`src/rtl/alarm_ring_ctrl.sv`:
```
// Alarm ring sequencer: turns the alarm-match level into a beeping ring with
// snooze, stop and automatic timeout; drives the buzzer pin and ring LED.
module alarm_ring_ctrl #(
   parameter int unsigned SNOOZE_SEC = 300,
   parameter int unsigned RING_SEC   = 60,
   parameter int unsigned MAX_SNOOZE = 3,
   parameter int unsigned BEEP_ON    = 4,
   parameter int unsigned BEEP_OFF   = 4
) (
   input  logic       clk,
   input  logic       RESET,
   input  logic       tick_1hz,
   input  logic       tick_fast,
   input  logic       alarm_en,
   input  logic       alarm_hit,
   input  logic       snooze_btn,
   input  logic       stop_btn,
   output logic       buzzer,
   output logic       ring_led,
   output logic       snoozing,
   output logic [3:0] snooze_cnt
);

   localparam int unsigned TMAX = (SNOOZE_SEC > RING_SEC) ? SNOOZE_SEC : RING_SEC;
   localparam int unsigned TW   = $clog2(TMAX + 1);
   localparam int unsigned BMAX = (BEEP_ON > BEEP_OFF) ? BEEP_ON : BEEP_OFF;
   localparam int unsigned BW   = (BMAX > 1) ? $clog2(BMAX) : 1;

   localparam logic [TW-1:0] RING_LD   = TW'(RING_SEC);
   localparam logic [TW-1:0] SNZ_LD    = TW'(SNOOZE_SEC);
   localparam logic [TW-1:0] TMR_ONE   = TW'(1);
   localparam logic [BW-1:0] ON_LAST   = BW'(BEEP_ON - 1);
   localparam logic [BW-1:0] OFF_LAST  = BW'(BEEP_OFF - 1);
   localparam logic [3:0]    SNZ_LIMIT = 4'(MAX_SNOOZE);

   typedef enum logic [1:0] {S_IDLE, S_RING, S_SNOOZE, S_HOLD} state_t;

   state_t        r_state, w_state_nxt;
   logic          r_hit_d;
   logic          r_armed;
   logic          w_hit_rise;
   logic [TW-1:0] r_ring_tmr, w_ring_tmr_nxt;
   logic [TW-1:0] r_snz_tmr, w_snz_tmr_nxt;
   logic          r_beep_on, w_beep_on_nxt;
   logic [BW-1:0] r_beep_cnt, w_beep_cnt_nxt;
   logic [3:0]    r_snooze_cnt, w_snooze_cnt_nxt;
   logic          r_buzzer, r_ring_led, r_snoozing;

   // r_armed requires alarm_hit to be seen low after reset, so a match still
   // high across a reset release does not count as a fresh rising edge.
   assign w_hit_rise = alarm_hit & ~r_hit_d & r_armed;

   always_ff @(posedge clk or posedge RESET) begin
      if (RESET) r_state <= S_IDLE;
      else       r_state <= w_state_nxt;
   end

   always_comb begin
      w_state_nxt      = r_state;
      w_ring_tmr_nxt   = r_ring_tmr;
      w_snz_tmr_nxt    = r_snz_tmr;
      w_beep_on_nxt    = r_beep_on;
      w_beep_cnt_nxt   = r_beep_cnt;
      w_snooze_cnt_nxt = r_snooze_cnt;
      case (r_state)
         S_IDLE: begin
            if (alarm_en && w_hit_rise) begin
               w_state_nxt      = S_RING;
               w_ring_tmr_nxt   = RING_LD;
               w_beep_on_nxt    = 1'b1;
               w_beep_cnt_nxt   = '0;
               w_snooze_cnt_nxt = '0;
            end
         end
         S_RING: begin
            if (tick_fast) begin
               if (r_beep_on ? (r_beep_cnt == ON_LAST) : (r_beep_cnt == OFF_LAST)) begin
                  w_beep_on_nxt  = ~r_beep_on;
                  w_beep_cnt_nxt = '0;
               end else begin
                  w_beep_cnt_nxt = r_beep_cnt + 1'b1;
               end
            end
            if (tick_1hz && (r_ring_tmr != '0))
               w_ring_tmr_nxt = r_ring_tmr - 1'b1;
            if (stop_btn) begin
               w_state_nxt = S_HOLD;
            end else if (snooze_btn && (r_snooze_cnt < SNZ_LIMIT)) begin
               w_state_nxt      = S_SNOOZE;
               w_snz_tmr_nxt    = SNZ_LD;
               w_snooze_cnt_nxt = r_snooze_cnt + 4'd1;
            end else if (tick_1hz && (r_ring_tmr == TMR_ONE)) begin
               w_state_nxt = S_HOLD;
            end
         end
         S_SNOOZE: begin
            if (tick_1hz && (r_snz_tmr != '0))
               w_snz_tmr_nxt = r_snz_tmr - 1'b1;
            if (stop_btn) begin
               w_state_nxt = S_HOLD;
            end else if (tick_1hz && (r_snz_tmr == TMR_ONE)) begin
               w_state_nxt    = S_RING;
               w_ring_tmr_nxt = RING_LD;
               w_beep_on_nxt  = 1'b1;
               w_beep_cnt_nxt = '0;
            end
         end
         S_HOLD: begin
            if (!alarm_hit) w_state_nxt = S_IDLE;
         end
         default: w_state_nxt = S_IDLE;
      endcase
      if (!alarm_en) begin
         w_state_nxt      = S_IDLE;
         w_snooze_cnt_nxt = '0;
      end
   end

   always_ff @(posedge clk or posedge RESET) begin
      if (RESET) begin
         r_hit_d      <= 1'b0;
         r_armed      <= 1'b0;
         r_ring_tmr   <= '0;
         r_snz_tmr    <= '0;
         r_beep_on    <= 1'b0;
         r_beep_cnt   <= '0;
         r_snooze_cnt <= '0;
         r_buzzer     <= 1'b0;
         r_ring_led   <= 1'b0;
         r_snoozing   <= 1'b0;
      end else begin
         r_hit_d      <= alarm_hit;
         r_armed      <= r_armed | ~alarm_hit;
         r_ring_tmr   <= w_ring_tmr_nxt;
         r_snz_tmr    <= w_snz_tmr_nxt;
         r_beep_on    <= w_beep_on_nxt;
         r_beep_cnt   <= w_beep_cnt_nxt;
         r_snooze_cnt <= w_snooze_cnt_nxt;
         r_buzzer     <= (r_state == S_RING) & r_beep_on;
         r_ring_led   <= (r_state == S_RING) | (r_state == S_SNOOZE);
         r_snoozing   <= (r_state == S_SNOOZE);
      end
   end

   assign buzzer     = r_buzzer;
   assign ring_led   = r_ring_led;
   assign snoozing   = r_snoozing;
   assign snooze_cnt = r_snooze_cnt;

endmodule
```
`config.mk`:
```
export PLATFORM = sky130hd
export DESIGN_NAME = alarm_ring_ctrl
export DESIGN_NICKNAME = d
export VERILOG_FILES = /design/src/rtl/alarm_ring_ctrl.sv
export SDC_FILE = /design/constraint.sdc
export NUM_CORES = 1
export LEC_CHECK = 0
export CAP_MARGIN = 20
export CORE_MARGIN = 3
export CORE_UTILIZATION = 55
export DETAILED_ROUTE_END_ITERATION = 8
export PLACE_DENSITY = 0.72
export SYNTH_ARGS = -nofsm -noshare
export SYNTH_HDL_FRONTEND = slang
export SYNTH_SLANG_ARGS = --single-unit
```
`constraint.sdc`:
```
create_clock -name clk -period 5 [get_ports clk]
set_clock_uncertainty 0.05 [all_clocks]
set_input_delay 1 -clock clk [delete_from_list [all_inputs] [get_ports clk]]
set_output_delay 1 -clock clk [all_outputs]
set_load 0.01 [all_outputs]
```
# Yosys cells after proc, flatten, opt, wreduce, memory -nomap -nowiden
# Index checks and enable logic that the tools add are counted.
# totals
ff_bits	32
inputBits	8
out_inout_bits	7
word_cells	98
# classes
add_sub_neg	4
magnitude_cmp	1
eq_ne	22
muxes	35
bitwise_logic	8
n_reduce_logical	17
# ops
cell	n
$mux 9	7
$pmux 9 s3	1
$mux 2	13
$eq 9x1->1 const B	2
$ne 2x2->1 const B	9
$pmux 9 s2	1
$reduce_bool 9->1	2
$sub 9x1->9 const B	2
$mux 4	4
$ne 3x3->1 const B	4
$reduce_and 4->1	3
$reduce_and 5->1	2
$pmux 2 s4	1
$pmux 4 s2	1
$eq 2x2->1 const B	3
$logic_and 1x1->1	6
$pmux 2 s3	1
$reduce_and 6->1	1
$mux 1	5
$ne 5x5->1 const B	1
$add 4x1->4 const B	1
$lt 4x2->1 const B	1
$ne 4x4->1 const B	1
$and 1x1->1	3
other kinds (9)	12

# Depth between registers and ports, before layout
# Gate-level depths: netlist (run 1).
# logic_depth
word_depth	7
mapped_depth	8
mapped_depth_nobuf	7

# Worst setup path before layout (run 1)
# OpenSTA, ideal clock, no wires.
# synth_timing
path_kind	in2reg
start	input snooze_btn
end	register r_snz_tmr[7]
setup_ns	0.076
arrival_time_ns	2.333
t_required_ns	4.874
slack_ns	2.540
cell_stages	5
path_buffers	0
path_cell_list	or4b_4 > o21ai_4 > nand3_4 > or4_1 > o21ai_1
# synth_between
elab_chain_cells	3
# synth_rtl
element	line_no	text
start, declared	16	input logic snooze_btn,
$logic_and 1x1->1	88	end else if (snooze_btn && (r_snooze_cnt < SNZ_LIMIT)) begin
$ne 2x2->1 (no source line)	-	
$reduce_and 4->1 (no source line)	-	
end signal, assigned	135	r_snz_tmr <= w_snz_tmr_nxt;
end, declared	43	logic [TW-1:0] r_snz_tmr, w_snz_tmr_nxt;
# Every way passes these cells.
# A chain may end at the register's enable or synchronous reset.

# Final worst setup path (run 1)
# layout_timing
start	input alarm_en
end	register r_ring_tmr[8]
# layout_between
elab_chain_cells	3
# layout_rtl
element	line_no	text
start, declared	14	input logic alarm_en,
$logic_and 1x1->1	67	if (alarm_en && w_hit_rise) begin
$ne 2x2->1 (no source line)	-	
$reduce_and 5->1 (no source line)	-	
end signal, assigned	134	r_ring_tmr <= w_ring_tmr_nxt;
end, declared	42	logic [TW-1:0] r_ring_tmr, w_ring_tmr_nxt;
# Every way passes these cells.

==> metrics.cfg, run 1 <==
[clock_network]
cts_buffers=5
clk_latency_ns=0.33
htree_levels=2
cts_tree=yes
postCtsSetupBuffers=0
cts_hold_buf=0
clkTransAtPathRegs_ns=0.10
cts_sinks=32
root_buffer=clkbuf_4
cts_resized=0
cts_buffer_depth=2

[sta]
period_share_pct=56.2
setup_viol=0
setup_ws_ns=2.19
rsz0062_at_grt=false
final_hold_viol_count=0
drv_slew=0
period_minus_slack_ns=2.81
relSlewSlack_pct=52.7
fmax_mhz=356
tightest_slew_ns=0.710
setup_tns_ns=0

[power]
power.leakage_nw=0.919
p_total_mw=0.930
peakVddDrop_uv=235
p_per_area_nw_per_um2=432

[yosys]
synthCells=199
synth-seq-cells=32
ys_seq_area_share_pct=42.7
yosys_warnings=0
yosys.area.top_type_share_pct=42.7
synth_largest_area_cell=dfrtp_1
netlist_area_um2=1880
yosys-top-cells-area=dfrtp_1, ha_1, nand3_1, inv_1, nand4_1
synth_edf_count=0
syn_area_per_cell_um2=9.43
yosysMostFrequentCell=dfrtp_1
syn_nets=220
yosys-top-cells-count=dfrtp_1, inv_1, nand2_1, nand3_1, ha_1
synth-main-ff-cell=dfrtp_1
synth_cell_types=50
async_reset_ff_share_pct=100

[critical_path]
r2r-end=r_ring_tmr[8]$_DFFE_PP0P_
slowest_stage=clkdlybuf4s50_1
cp_data_arrival_time_ns=3.02
crit_chain=clkdlybuf4s50_1, nand2b_1, o22ai_1, nand2_2, or3_1, a21oi_1
crit_type=input pin to flop
r2r-start=r_state[1]$_DFFE_PP0P_
crit_fanout=9
cp-start-kind=input pin
critPathRequiredTime_ns=5.22
rr_worst_depth=7
max_stage_delay_ns=0.64
worst_setup_path_end_kind=flop
r2r_slack_ns=2.55

[hold_path]
worstHoldStart=r_armed$_DFF_PP0_
hold_path_end=r_armed$_DFF_PP0_
whs_path_depth=1
hold_path.class=flop to flop

[cells_and_area]
nets=238
utilization_pct=68.3
antenna_cells=0
area_growth_pct=14.7
drive_gt1_share_pct=7.34

[drt]
drt_iter0_drc=160
antenna_left=0
route.vias.total=1561
drc=0
vias_per_cell=5.96
wl_per_cell_um=14.5
wl_um=3800
drt_pass1_iterations=4

[die]
die_height_um=64.4
floorplan.rows=20
pin_count=15
die_x_um=64.4
initial_utilization_pct=59.5
core_um2=3150
die_area_um2=4150

[grt]
grt_pass1_vias=1474
grt_antenna_before_repair=0
grt.total_usage_pct=20.5
grt_pass1_wl_um=6730
grt.overflow.total=0
grt_max_degree=33

[placement]
preCtsSetupSlack_ns=1.86
gp_congestion=0.859
hpwlAfterDp_um=2790
port_buffers=14

[flow_run]
drv_cap=0

[run_status]
outcome=complete, no violations

==> metrics by stage <==
| step | hold slack (ns) | instances | area [um2] |
|---|---|---|---|
| after floorplan | 0.385 | 199 | 1880 |
| after detailed placement | 0.407 | 254 | 2060 |
| after CTS | 0.432 | 262 | 2150 |
| after global placement | 0.404 | 254 | 2060 |
| after global routing | 0.477 | 262 | 2150 |
| final | 0.427 | 262 | 2150 |
==> cells by family (layout without fill, tap and decap cells) <==
logic type	count (synthesis)	count (layout)	synth area share, %
and+or+nand+nor	81	81	24.0
xor gates and xnor gates	6	6	2.80
buffers and inverters	19	38	4.20
muxes	3	3	1.67
AOI/OAI and AO/OA	45	45	16.0
DFF	32	32	42.7
adders and majority gates	13	13	8.67
==> worst max-delay path by stage <==
stage	start	cells after the start	end
3_5_place_dp	alarm_en	6	r_ring_tmr[8]$_DFFE_PP0P_
4_1_cts	alarm_en	6	r_ring_tmr[8]$_DFFE_PP0P_
3_3_place_gp	alarm_en	6	r_ring_tmr[8]$_DFFE_PP0P_
6_report	alarm_en	6	r_ring_tmr[8]$_DFFE_PP0P_
2_1_floorplan	snooze_btn	5	r_snz_tmr[7]$_DFFE_PP0P_
5_1_grt	alarm_en	6	r_ring_tmr[8]$_DFFE_PP0P_
==> worst max-delay path: cells and delay by family <==
family                 cells  cell delay (ns)
buffers and inverters      1             0.64
and+or+nand+nor            3             0.69
AOI/OAI and AO/OA          2             0.69
==> metal layers <==
metal	GRT usage [%]	share of wire [%]
met1	27.9	48
met2	33.0	46
met3	5.72	5.1
met4	3.96	0.66
met5	0	0
==> report_power, final <==
part / leakage [nW] / switching (mW) / internal, mW
logic: 0.477 / 0.212 / 0.138
clock network: 0.0515 / 0.0892 / 0.133
registers: 0.390 / 0.0516 / 0.307
total: 0.919 / 0.352 / 0.578
==> layout make-up <==
cell class	instances	area, um2
clock buffers	7	65.1
clock inverters	1	30.0
fillers	273	1000
inverters	15	56.3
multi-input cells	148	997
flip-flops and latches	32	801
well taps	44	55.1
repair buffers	15	148
==> state kept, by name (all words and copies together) (netlist names) <==
name and count:
r_ring_tmr 9, r_snz_tmr 9, snooze_cnt 4, r_beep_cnt 2
r_state 2, buzzer 1, r_armed 1, r_beep_on 1
r_hit_d 1, ring_led 1, snoozing 1
==> layout by cell type, fill, tap and decap left out, types with 2 or more instances in the layout <==
| cell | instances |
|---|---|
| ha_1 | 13 |
| and3_1 | 5 |
| o21ai_1 | 2 |
| inv_1 | 15 |
| o31ai_1 | 4 |
| o22a_1 | 2 |
| nor3_1 | 7 |
| o21ai_0 | 11 |
| a21oi_1 | 10 |
| nand2b_1 | 2 |
| dfrtp_1 | 32 |
| nand4_1 | 9 |
| clkbuf_4 | 5 |
| mux2i_1 | 2 |
| clkdlybuf4s50_1 | 14 |
| nor2_1 | 12 |
| clkbuf_8 | 2 |
| a211oi_1 | 2 |
| xor2_1 | 5 |
| or3_1 | 3 |
| or4_1 | 2 |
| nand3_1 | 14 |
| and2_1 | 2 |
| nand2_1 | 14 |
Note: power is estimated with default switching activity, not from simulation.
==> run 2, diff against run 1 <==
Settings changed: CORE_UTILIZATION 55 to 52, PLACE_DENSITY 0.72 to 0.71.
Clock period 5 ns to 2.46 ns, I/O delays scaled along.
==> metrics.cfg, run 2 (same netlist as run 1, synthesis figures left out) <==
[clock_network]
clk_latency_ns=0.33  ; about the same
cts_buffer_depth=2  ; unchanged
cts_sinks=32  ; unchanged
clkTransAtPathRegs_ns=0.11  ; about the same
htree_levels=2  ; unchanged
cts_resized=0  ; unchanged
cts_tree=yes
root_buffer=clkbuf_4
cts_hold_buf=0  ; unchanged
postCtsSetupBuffers=0  ; unchanged
cts_buffers=5  ; unchanged

[drt]
route.vias.total=1573  ; +0.77%
vias_per_cell=5.76  ; -3.3%
antenna_left=0  ; unchanged
wl_per_cell_um=14.5  ; -0.40%
drc=0  ; unchanged
wl_um=3950  ; +3.8%
drt_pass1_iterations=4  ; unchanged
drt_iter0_drc=166  ; +3.8%

[cells_and_area]
fillers=308  ; +13%
area_growth_pct=16.6
layout_common_cells=dfrtp_1, inv_1, nand3_1, nand2_1, clkdlybuf4s50_1
drive_gt1_share_pct=11.0  ; +3.7 points
antenna_cells=0  ; unchanged
final_cell_count_no_fill=273  ; +4.2%
final_common_cell=dfrtp_1
stdcell_area_um2=2190  ; +1.7%
nets=247  ; +3.8%

[power]
p_int_mw=1.09  ; +89%
peakVddDrop_uv=534  ; +130%
power.leakage_nw=0.947  ; +3.1%
switchingPower_mw=0.733  ; +110%
sequentialPowerShare_pct=40.0  ; +1.5 points
p_total_mw=1.82  ; +96%
p_comb_share_pct=42.8  ; +5.2 points
netSwitchingFraction_pct=40.2  ; +2.3 points
p_per_area_nw_per_um2=833  ; +93%
clkPwrFrac_pct=17.2  ; -6.7 points

[grt]
grt_pass1_wl_um=6990  ; +3.8%
grt_antenna_before_repair=0  ; unchanged
grt.overflow.total=0  ; unchanged
grt.total_usage_pct=20.9  ; +0.36 points
grt_pass1_vias=1636  ; +11%
grt_max_degree=33  ; unchanged

[sta]
relSlewSlack_pct=61.0  ; +8.3 points
fmax_mhz=456
period_minus_slack_ns=2.19
tightest_slew_ns=0.582  ; -0.129 ns
setup_viol=0  ; unchanged
drv_slew=0  ; unchanged
final_hold_viol_count=0  ; unchanged
holdWs_ns=0.429  ; +0.00226 ns
rsz0062_at_grt=false
setup_tns_ns=0  ; unchanged
period_share_pct=89.1

[die]
core_um2=3420  ; +8.3%
die_x_um=66.1  ; +2.6%
pin_count=15  ; unchanged
initial_utilization_pct=54.9  ; -4.6 points
die_area_um2=4370  ; +5.2%
floorplan.rows=21  ; +5.0%
die_height_um=66.1  ; +2.6%

[critical_path]
crit_type=flop to flop
worst_setup_path_end_kind=flop
cp_data_arrival_time_ns=2.41  ; -0.61 ns
crit_fanout=10  ; +1
cp-start-kind=flop
critPathRequiredTime_ns=2.68  ; -2.54 ns

[placement]
place_area_um2=2130  ; +3.4%
dpl.cell_count=265  ; +4.3%
port_buffers=14  ; unchanged
gp_congestion=0.858  ; -0.12%
hpwlAfterDp_um=2900  ; +3.9%

[run_status]
outcome=complete, no violations

[flow_run]
drv_cap=0  ; unchanged

[hold_path]
hold_path.class=flop to flop

## run 2: cell count changes in the layout (fill, tap and decap cells not counted), sizes merged
cell,change
buf,+9
clkbuf,-1
clkinv,+2
bufinv,-1
## run 2: critical path, cell delays in order, from the launching register on
cell     delay, ns
dfrtp_1       0.44
inv_1         0.13
ha_1          0.36
and2_0        0.20
a32oi_1       0.19
buf_4         0.18
nand3_1       0.09
or3_1         0.35
a21oi_1       0.15
## run 2: final cells by class
cell class | count | area [um2] | area share [%]
multi-input combinational | 148 | 997 | 45.6
sequential | 32 | 801 | 36.6
timing repair buffer | 24 | 215 | 9.83
tap | 46 | 57.6 | 2.63
inverter | 15 | 56.3 | 2.57
clock buffer | 6 | 51.3 | 2.34
clock inverter | 2 | 10.0 | 0.457
## run 2: worst paths after layout
path / startpoint / end / slack, ns / depth (start not counted)
max reg2reg: r_state[1]$_DFFE_PP0P_ / r_ring_tmr[8]$_DFFE_PP0P_ / 0.27 / 8
max: r_state[1]$_DFFE_PP0P_ / r_ring_tmr[8]$_DFFE_PP0P_ / 0.27 / 8
min reg2reg: r_armed$_DFF_PP0_ / r_armed$_DFF_PP0_ / 0.43 / 1
min: r_armed$_DFF_PP0_ / r_armed$_DFF_PP0_ / 0.43 / 1
max in group asynchronous: RESET / r_snz_tmr[1]$_DFFE_PP0P_ / 1.58 / 3
min in group asynchronous: RESET / r_beep_cnt[0]$_DFFE_PP0P_ / 0.47 / 3
## run 2: power groups by stage
stage | logic (mW) | clock network (mW) | registers (mW)
2_1_floorplan | 0.521 | 0 | 0.725
3_3_place_gp | 0.749 | 0 | 0.732
3_5_place_dp | 0.777 | 0 | 0.738
4_1_cts | 0.781 | 0.329 | 0.727
5_1_grt | 0.882 | 0.351 | 0.746
6_report | 0.779 | 0.314 | 0.729
## run 2: per-layer routing
| metal | vias up | wire (um) | global-route usage (%) |
|---|---|---|---|
| met5 | - | 0 | 0 |
| met4 | 0 | 44 | 6.85 |
| met3 | 5 | 128 | 5.27 |
| met2 | 22 | 1990 | 35.8 |
| met1 | 768 | 1780 | 25.5 |
| li1 | 778 | - | - |
## run 2: metrics by stage
step / utilization [%] / worst slack [ns]
finish: 64.1 / 0.269
global route: 64.1 / 0.174
CTS: 64.1 / 0.260
detailed placement: 62.3 / 0.0170
global placement: 62.3 / 0.0495
floorplan: - / 0.315
